### src/rtl/tiny_out_uart.sv
// tiny_out_uart: spots each executed OUT, queues the new output-buffer word in a
// 4-deep FIFO and sends it as two 8N1 frames (high byte first) on tx.
// Ports: clk, reset (sync, active-high), cs/irout/out from the CPU;
//        tx (serial, idles high), busy, count (FIFO occupancy), overflow (sticky).
module tiny_out_uart #(
  parameter int         CLKS_PER_BIT = 16,
  parameter logic [2:0] EXECA_CODE   = 3'd2,
  parameter logic [3:0] OUT_OPCODE   = 4'b0111
) (
  input  logic        clk,
  input  logic        reset,
  input  logic [2:0]  cs,
  input  logic [15:0] irout,
  input  logic [15:0] out,
  output logic        tx,
  output logic        busy,
  output logic [2:0]  count,
  output logic        overflow
);

  localparam int BW = (CLKS_PER_BIT > 2) ? $clog2(CLKS_PER_BIT) : 1;
  localparam logic [BW-1:0] BAUD_MAX = BW'(CLKS_PER_BIT - 1);

  typedef enum logic [1:0] {
    IDLE,
    START,
    DATA,
    STOP
  } state_t;

  state_t        state;
  logic          pend;
  logic [15:0]   mem [4];
  logic [1:0]    wp;
  logic [1:0]    rp;
  logic          push;
  logic          push_ok;
  logic          pop;
  logic [15:0]   word;
  logic          hilo;
  logic [2:0]    idx;
  logic [BW-1:0] baud;
  logic [7:0]    cur_byte;
  logic          last;
  logic          unused_irout;

  assign unused_irout = ^irout[11:0];

  // pend marks the cycle in which out already holds the new value
  assign push     = pend;
  assign pop      = (state == IDLE) && (count != 3'd0);
  // a full FIFO still accepts a word if the head leaves in the same cycle
  assign push_ok  = push && ((count != 3'd4) || pop);
  assign cur_byte = hilo ? word[15:8] : word[7:0];
  assign last     = (baud == BAUD_MAX);
  assign busy     = (state != IDLE) || (count != 3'd0);

  always_ff @(posedge clk) begin
    if (push_ok) begin
      mem[wp] <= out;
    end
  end

  always_ff @(posedge clk) begin
    if (reset) begin
      pend     <= 1'b0;
      wp       <= 2'd0;
      rp       <= 2'd0;
      count    <= 3'd0;
      overflow <= 1'b0;
    end else begin
      pend <= (cs == EXECA_CODE) && (irout[15:12] == OUT_OPCODE);
      if (push_ok) begin
        wp <= wp + 2'd1;
      end
      if (push && !push_ok) begin
        overflow <= 1'b1;
      end
      if (pop) begin
        rp <= rp + 2'd1;
      end
      if (push_ok && !pop) begin
        count <= count + 3'd1;
      end else if (!push_ok && pop) begin
        count <= count - 3'd1;
      end
    end
  end

  always_ff @(posedge clk) begin
    if (reset) begin
      state <= IDLE;
      tx    <= 1'b1;
      word  <= 16'h0000;
      hilo  <= 1'b0;
      idx   <= 3'd0;
      baud  <= '0;
    end else begin
      unique case (state)
        IDLE: begin
          tx <= 1'b1;
          if (pop) begin
            word  <= mem[rp];
            hilo  <= 1'b1;
            baud  <= '0;
            tx    <= 1'b0;
            state <= START;
          end
        end
        START: begin
          if (last) begin
            baud  <= '0;
            idx   <= 3'd0;
            tx    <= cur_byte[0];
            state <= DATA;
          end else begin
            baud <= baud + BW'(1);
          end
        end
        DATA: begin
          if (last) begin
            baud <= '0;
            if (idx == 3'd7) begin
              tx    <= 1'b1;
              state <= STOP;
            end else begin
              idx <= idx + 3'd1;
              tx  <= cur_byte[idx + 3'd1];
            end
          end else begin
            baud <= baud + BW'(1);
          end
        end
        STOP: begin
          if (last) begin
            baud <= '0;
            if (hilo) begin
              // low byte follows with no idle gap
              hilo  <= 1'b0;
              tx    <= 1'b0;
              state <= START;
            end else begin
              state <= IDLE;
            end
          end else begin
            baud <= baud + BW'(1);
          end
        end
      endcase
    end
  end

endmodule

### config.mk
export PLATFORM = sky130hd
export DESIGN_NAME = tiny_out_uart
export DESIGN_NICKNAME = d
export VERILOG_FILES = /design/src/rtl/tiny_out_uart.sv
export SDC_FILE = /design/constraint.sdc
export NUM_CORES = 1
export LEC_CHECK = 0
export BUFFER_PORTS_ARGS = -buffer_cell sky130_fd_sc_hd__buf_2
export CORE_MARGIN = 5
export CORE_UTILIZATION = 45
export CTS_CLUSTER_SIZE = 10
export DETAILED_ROUTE_END_ITERATION = 10
export MAX_ROUTING_LAYER = met4
export SYNTH_ARGS = -nofsm -noshare
export SYNTH_HDL_FRONTEND = slang
export SYNTH_SLANG_ARGS = --single-unit
### constraint.sdc
create_clock -name clk -period 3.7 [get_ports clk]
set_input_delay 0.37 -clock clk [delete_from_list [all_inputs] [get_ports clk]]
set_output_delay 0.37 -clock clk [all_outputs]
set_load 0.01 [all_outputs]
* Yosys cells after proc, flatten, opt, wreduce, memory -nomap -nowiden *
Memories as Yosys holds them, arrays and structs flattened. A register that Yosys moved wholly into a read port is not among the register bits.
Index checks and enable logic that the tools add are counted.

storage, ports and cells
  input port bits = 37
  memories = 1
  output and inout bits = 6
  register bits after elaboration = 20
  bits in writable memories = 64

operators by class
  eq/ne operators = 15
  $lt $le $gt $ge = 1
  $add $sub $neg = 6
  reduce and logical (&&, ||, !) cells = 22
  muxes and demuxes = 31

memories
  name  depth  bits a word  rd ports  clocked after Yosys merged registers in  wr ports  line  source
  mem   4      16           1         1                                        1         33    logic [15:0] mem [4];

operators by type and width
  operator                                                     number
  two-way mux 3 bit                                            5
  != test 2 bit (second input constant)                        7
  two-way mux 1 bit                                            12
  two-way mux 2 bit                                            5
  two-way mux 4 bit                                            2
  two-way mux 8 bit                                            1
  case mux 2 bit (4 select lines)                              1
  case mux 4 bit (2 select lines)                              1
  AND reduction 4 bit                                          2
  nonzero test 2 bit                                           4
  adder 3 x 1 -> 3 bit (second input constant)                 2
  logical AND 1 bit                                            6
  case mux 3 bit (2 select lines)                              1
  AND reduction 5 bit                                          1
  adder 2 x 1 -> 2 bit (second input constant)                 2
  adder 4 x 1 -> 4 bit (second input constant)                 1
  == test 2 bit (second input constant)                        2
  == test 4 x 3 -> 1 bit (second input constant)               1
  == test 4 bit (second input constant)                        1
  less-than comparator 3 x 4 -> 1 bit (second input constant)  1
  case mux 1 bit (4 select lines)                              1
  binary-select mux 1 bit (select 3 bit)                       1
  == test 3 x 2 -> 1 bit (second input constant)               1
  == test 3 bit (second input constant)                        1
  11 further kinds                                             13

* Longest topological paths before layout *
  word-level depth = 8
  depth in mapped cells = 11
  gate-level depth less buffers = 10

* Worst setup path before layout *
OpenSTA, ideal clock, no wires.

  kind = reg-to-reg
  from = register state[1]
  to = register count[2]
  path buffers = 1
  stages on the path, launching flop included = 12
  clock period less this slack = 2547 ps
  required time = 3630 ps
  arrival time = 2477 ps
  slack = 1153 ps
  cells stage by stage = dfxtp_1 inv_1 ha_1 o31a_1 clkinv_1 buf_1 ha_1 inv_1 fa_1 xor2_1 or3_1 a21oi_1

on the way
  word-level cells in the longest chain between the ends = 7

ends and longest elaborated chain
  element                       line  source
  from (decl)                   31    state_t state;
  from (signal assigned)        92    state <= IDLE;
  from (signal assigned)        107   state <= START;
  from (signal assigned)        115   state <= DATA;
  zero test 2 bit *             51    assign pop = (state == IDLE) && (count != 3'd0);
  logical AND 1 bit *           51
  logical OR 1 bit              53    assign push_ok = push && ((count != 3'd4) || pop);
  logical AND 1 bit             53
  zero test 1 bit               84    end else if (!push_ok && pop) begin
  logical AND 1 bit             84
  nonzero test 2 bit (no line)  n/a
  to (signal assigned)          83    count <= count + 3'd1;
  to (signal assigned)          85    count <= count - 3'd1;
  to (decl)                     17    output logic [2:0] count,

Mark *: on every way between the ends. The rest lies on a longest branch, timed or not.
A chain may end at the register's enable or synchronous reset.

* Final worst setup path *
  from = register state[0]
  to = register count[2]

The elaborated chain is that of the path after synthesis.

==> flow_metrics.py <==
metrics = {
    "drt": {
        "avgRoutedWirePerCell_um": 16.1,
        "dr_drc_count": 0,
        "drt_first_iter_violations": 89,
        "detailroute.via_count": 2310,
        "detail_route.vias_per_cell": 5.29,
        "route.final.wire_length_um": 7020,
        "drt_pass1_iterations": 4,
        "ant_nets": 0,
    },
    "hold_path": {
        "whs_path_depth": 1,
        "path_type_of_the_worst_min_delay_path": "in2reg",
        "hold-path-endpoint": "mem[3][11]",
        "min-delay-start": "out[11]",
    },
    "critical_path": {
        "regToRegSetupSlack_ns": 1.0,
        "rr_startpoint": "state[0]",
        "startpoint": "state[0]",
        "regToRegEndpoint": "count[2]",
        "worstRegToRegCells": 10,
        "cells_traversed_along_the_worst_timing_path": "inv_1 -> ha_1 -> nor4b_1 -> nor2b_1 -> ha_1 -> inv_1 -> fa_1 -> xor2_1 -> or3_1 -> a21oi_1",
        "crit_path_end_kind": "register",
        "startpoint_type": "register",
        "critPathArrivalTime_ns": 2.99,
        "worstSetupPathType": "reg2reg",
        "worstPathRequired_ns": 3.99,
        "path_max_fanout": 7,
        "critPathMaxStageDelay_ns": 0.42,
        "cp_slowest_cell": "nor2b_1",
    },
    "sta": {
        "finalSetupTns_ns": 0,
        "maxSlewViolCount": 0,
        "setup_skew_after_layout_ns": 0.00929,
        "tightestPinTransition_ns": 0.881,
        "maxClockFrequency_mhz": 370,
        "timing.final.crit_share_pct": 73.0,
        "relSlewSlack_pct": 41.2,
        "hold_slack_ns": 0.214,
        "final_period_minus_worst_setup_slack_ns": 2.70,
        "setup_violations": 0,
        "hold_viol": 0,
        "grt_setup_unrepaired": "no",
    },
    "power_and_ir_drop": {
        "ir_drop_v": 0.000356,
        "p_leak_nw": 1.59,
        "power.share.clock_pct": 22.8,
        "sequentialPowerShare_pct": 47.1,
        "switching_share_pct": 33.0,
        "intPower_mw": 2.02,
        "switchingPower_uw": 993,
        "power-per-cell-area_nw_per_um2": 651,
        "share_comb_of_total_power_pct": 30.1,
    },
    "synth": {
        "synth.ff_latch_count": 100,
        "synth_xor_area_share_pct": 1.05,
        "synth_compound_gate_area_share_pct": 6.03,
        "post_synth_num_cell_types": 44,
        "yosysMostFrequentCell": "edfxtp_1",
        "synth.top_cells.by_count": "edfxtp_1, dfxtp_1, nand2_1, a21oi_1, mux4_2",
        "post_synth_fa_ha_maj_area_fraction_pct": 4.40,
        "post_synth_mux_area_share_pct": 12.3,
        "synth_simple_gate_area_share_pct": 9.95,
        "synth_edf_count": 64,
        "count_of_mapped_cells_out_of_synthesis": 289,
        "synthFlopType": "edfxtp_1",
        "ys_top_cells_by_area": "edfxtp_1, dfxtp_1, mux4_2",
        "total_number_of_yosys_warnings": 0,
        "synth_top_area_cell": "edfxtp_1",
        "synth_top_family_by_area": "multiplexers",
        "fraction_of_registers_with_async_set_reset_pct": 0,
        "post_synth.cell_area_avg_um2": 14.4,
        "syn_nets": 340,
        "seq_area_frac_synth_pct": 63.7,
        "proportion_of_netlist_area_held_by_the_largest_area_contributor_pct": 46.3,
        "syn_area_um2": 4150,
    },
    "clock_network": {
        "clock_tree_from_tritoncts": "yes",
        "postCtsResizedCells": 0,
        "cts.htree.levels": 3,
        "clock_sink_count": 100,
        "clock_tree.root_cell": "clkbuf_8",
        "ctsLongestPathBuffers": 2,
        "cts_inserted_buffers": 9,
        "cts_post_setup_buffers_inserted": 0,
        "worstSkewPairLatency_ns": 0.36,
        "holdBufCountCts": 0,
        "cts.reportedPaths.clkPinSlew_ns": 0.10,
    },
    "floorplanning": {
        "die-width_um": 106,
        "start_util_pct": 45.6,
        "coreArea_um2": 9110,
        "die_h_um": 106,
        "floorplan_die_area_um2": 11200,
        "design.portCount": 43,
        "std_cell_rows": 35,
    },
    "cells_and_area": {
        "num-fill-cells": 778,
        "layout-area-overhead-vs-synth_pct": 11.2,
        "layout-drive-gt1-share_pct": 24.5,
        "nets": 372,
        "insertedDiodeCount": 0,
    },
    "grt": {
        "grt_remaining_overflow": 0,
        "grt_first_pass_wirelength_um": 11800,
        "first_global_vias": 2338,
        "grt_use_total_pct": 14.0,
        "pin_count_of_the_biggest_net_entering_global_routing": 37,
        "antenna_found_initial": 0,
    },
    "placement": {
        "dp_hpwl_um": 4440,
        "place.port_buffers": 30,
        "gp_routability_congestion": 0.742,
    },
    "run_status": {
        "outcome": "finished clean",
    },
    "job": {
        "timing.max_cap.violations": 0,
    },
}
==> layout by cell type, fill, tap and decap left out, types with 2 or more instances in the layout <==
cell type  netlist  routed
edfxtp_1        64      64
nand2_1         36      36
dfxtp_1         36      36
buf_2            5      30
a21oi_1         28      28
mux4_2          20      20
nor2_1          16      16
ha_1            13      13
clkbuf_8         0      10
inv_1            7       7
buf_4            1       7
mux2i_1          5       5
and2_1           4       4
o21ai_0          4       4
xor2_1           3       3
nand4_1          3       3
nor4b_1          2       2
nor2b_1          2       2
nor3b_1          2       2
nand3_1          2       2
o211ai_1         2       2
xnor2_1          2       2
or3_1            2       2
nand4bb_1        2       2
inv_8            0       2
inv_6            0       2
==> area by class of cell <==
cell class              instances  area [um^2]  area share [%]
clock inverters                 6         65.1            1.41
well taps                     111          139            3.01
multi-input cells             165         1400            30.3
flip-flops and latches        100         2640            57.2
repair buffers                 37          203            4.39
inverters                       8         30.0           0.650
clock buffers                  10          138            2.98
==> state kept, by name (all words and copies together), names as in the netlist, 2 cells and up <==
signal / cells
idx: 3
count: 3
baud: 4
wp: 2
rp: 2
state: 2
word: 16
mem: 64
==> layer usage <==
layer	vias to the layer above	track usage (%)	part of all wire [%]
met1	1141	17.4	46
met2	24	22.8	50
met5	-	-	0
met3	9	3.34	2.3
li1	1136	-	-
met4	0	4.72	1.4
==> kinds of logic after synthesis <==
family | count (synthesis)
AO/OA/AOI/OAI | 40
AND/OR/NAND/NOR | 80
flip-flops | 100
adder cells (fa/ha/maj) | 14
multiplexers | 26
buffers and inverters | 24
XOR/XNOR | 5
==> through the flow <==
stage          setup slack, ns  utilization [%]  cell area (um^2)  power, mW  instances
6_report                 0.998             50.7              4620       3.01        437
5_1_grt                  0.786             50.7              4620       3.22        437
4_1_cts                  0.952             50.7              4620       3.05        437
3_5_place_dp             0.985             48.5              4420       2.36        421
3_3_place_gp              1.00             48.5              4420       2.35        421
2_1_floorplan             1.15                -              4150       2.16        289
==> power groups by stage <==
| stage | Clock (mW) | Combinational (mW) | Sequential [mW] |
|---|---|---|---|
| after CTS | 0.713 | 0.924 | 1.42 |
| after detailed placement | 0 | 0.918 | 1.44 |
| after floorplan | 0 | 0.760 | 1.40 |
| after global placement | 0 | 0.913 | 1.44 |
| after global routing | 0.767 | 1.02 | 1.44 |
| final | 0.686 | 0.906 | 1.42 |
==> worst max path at each step <==
stage,end
after global placement,count[2]
after CTS,count[2]
after detailed placement,count[2]
after floorplan,count[2]
after global routing,count[2]
final,count[2]
==> worst max-delay path: cells and delay by family, from the launching register on <==
kind,cells,cell delay [ns]
xor+xnor,1,0.17
simple gates,3,0.82
fa+ha+maj,3,0.95
flops,1,0.35
buf+inv,2,0.22
compound gates,1,0.13
(Power assumes the default switching activity.)
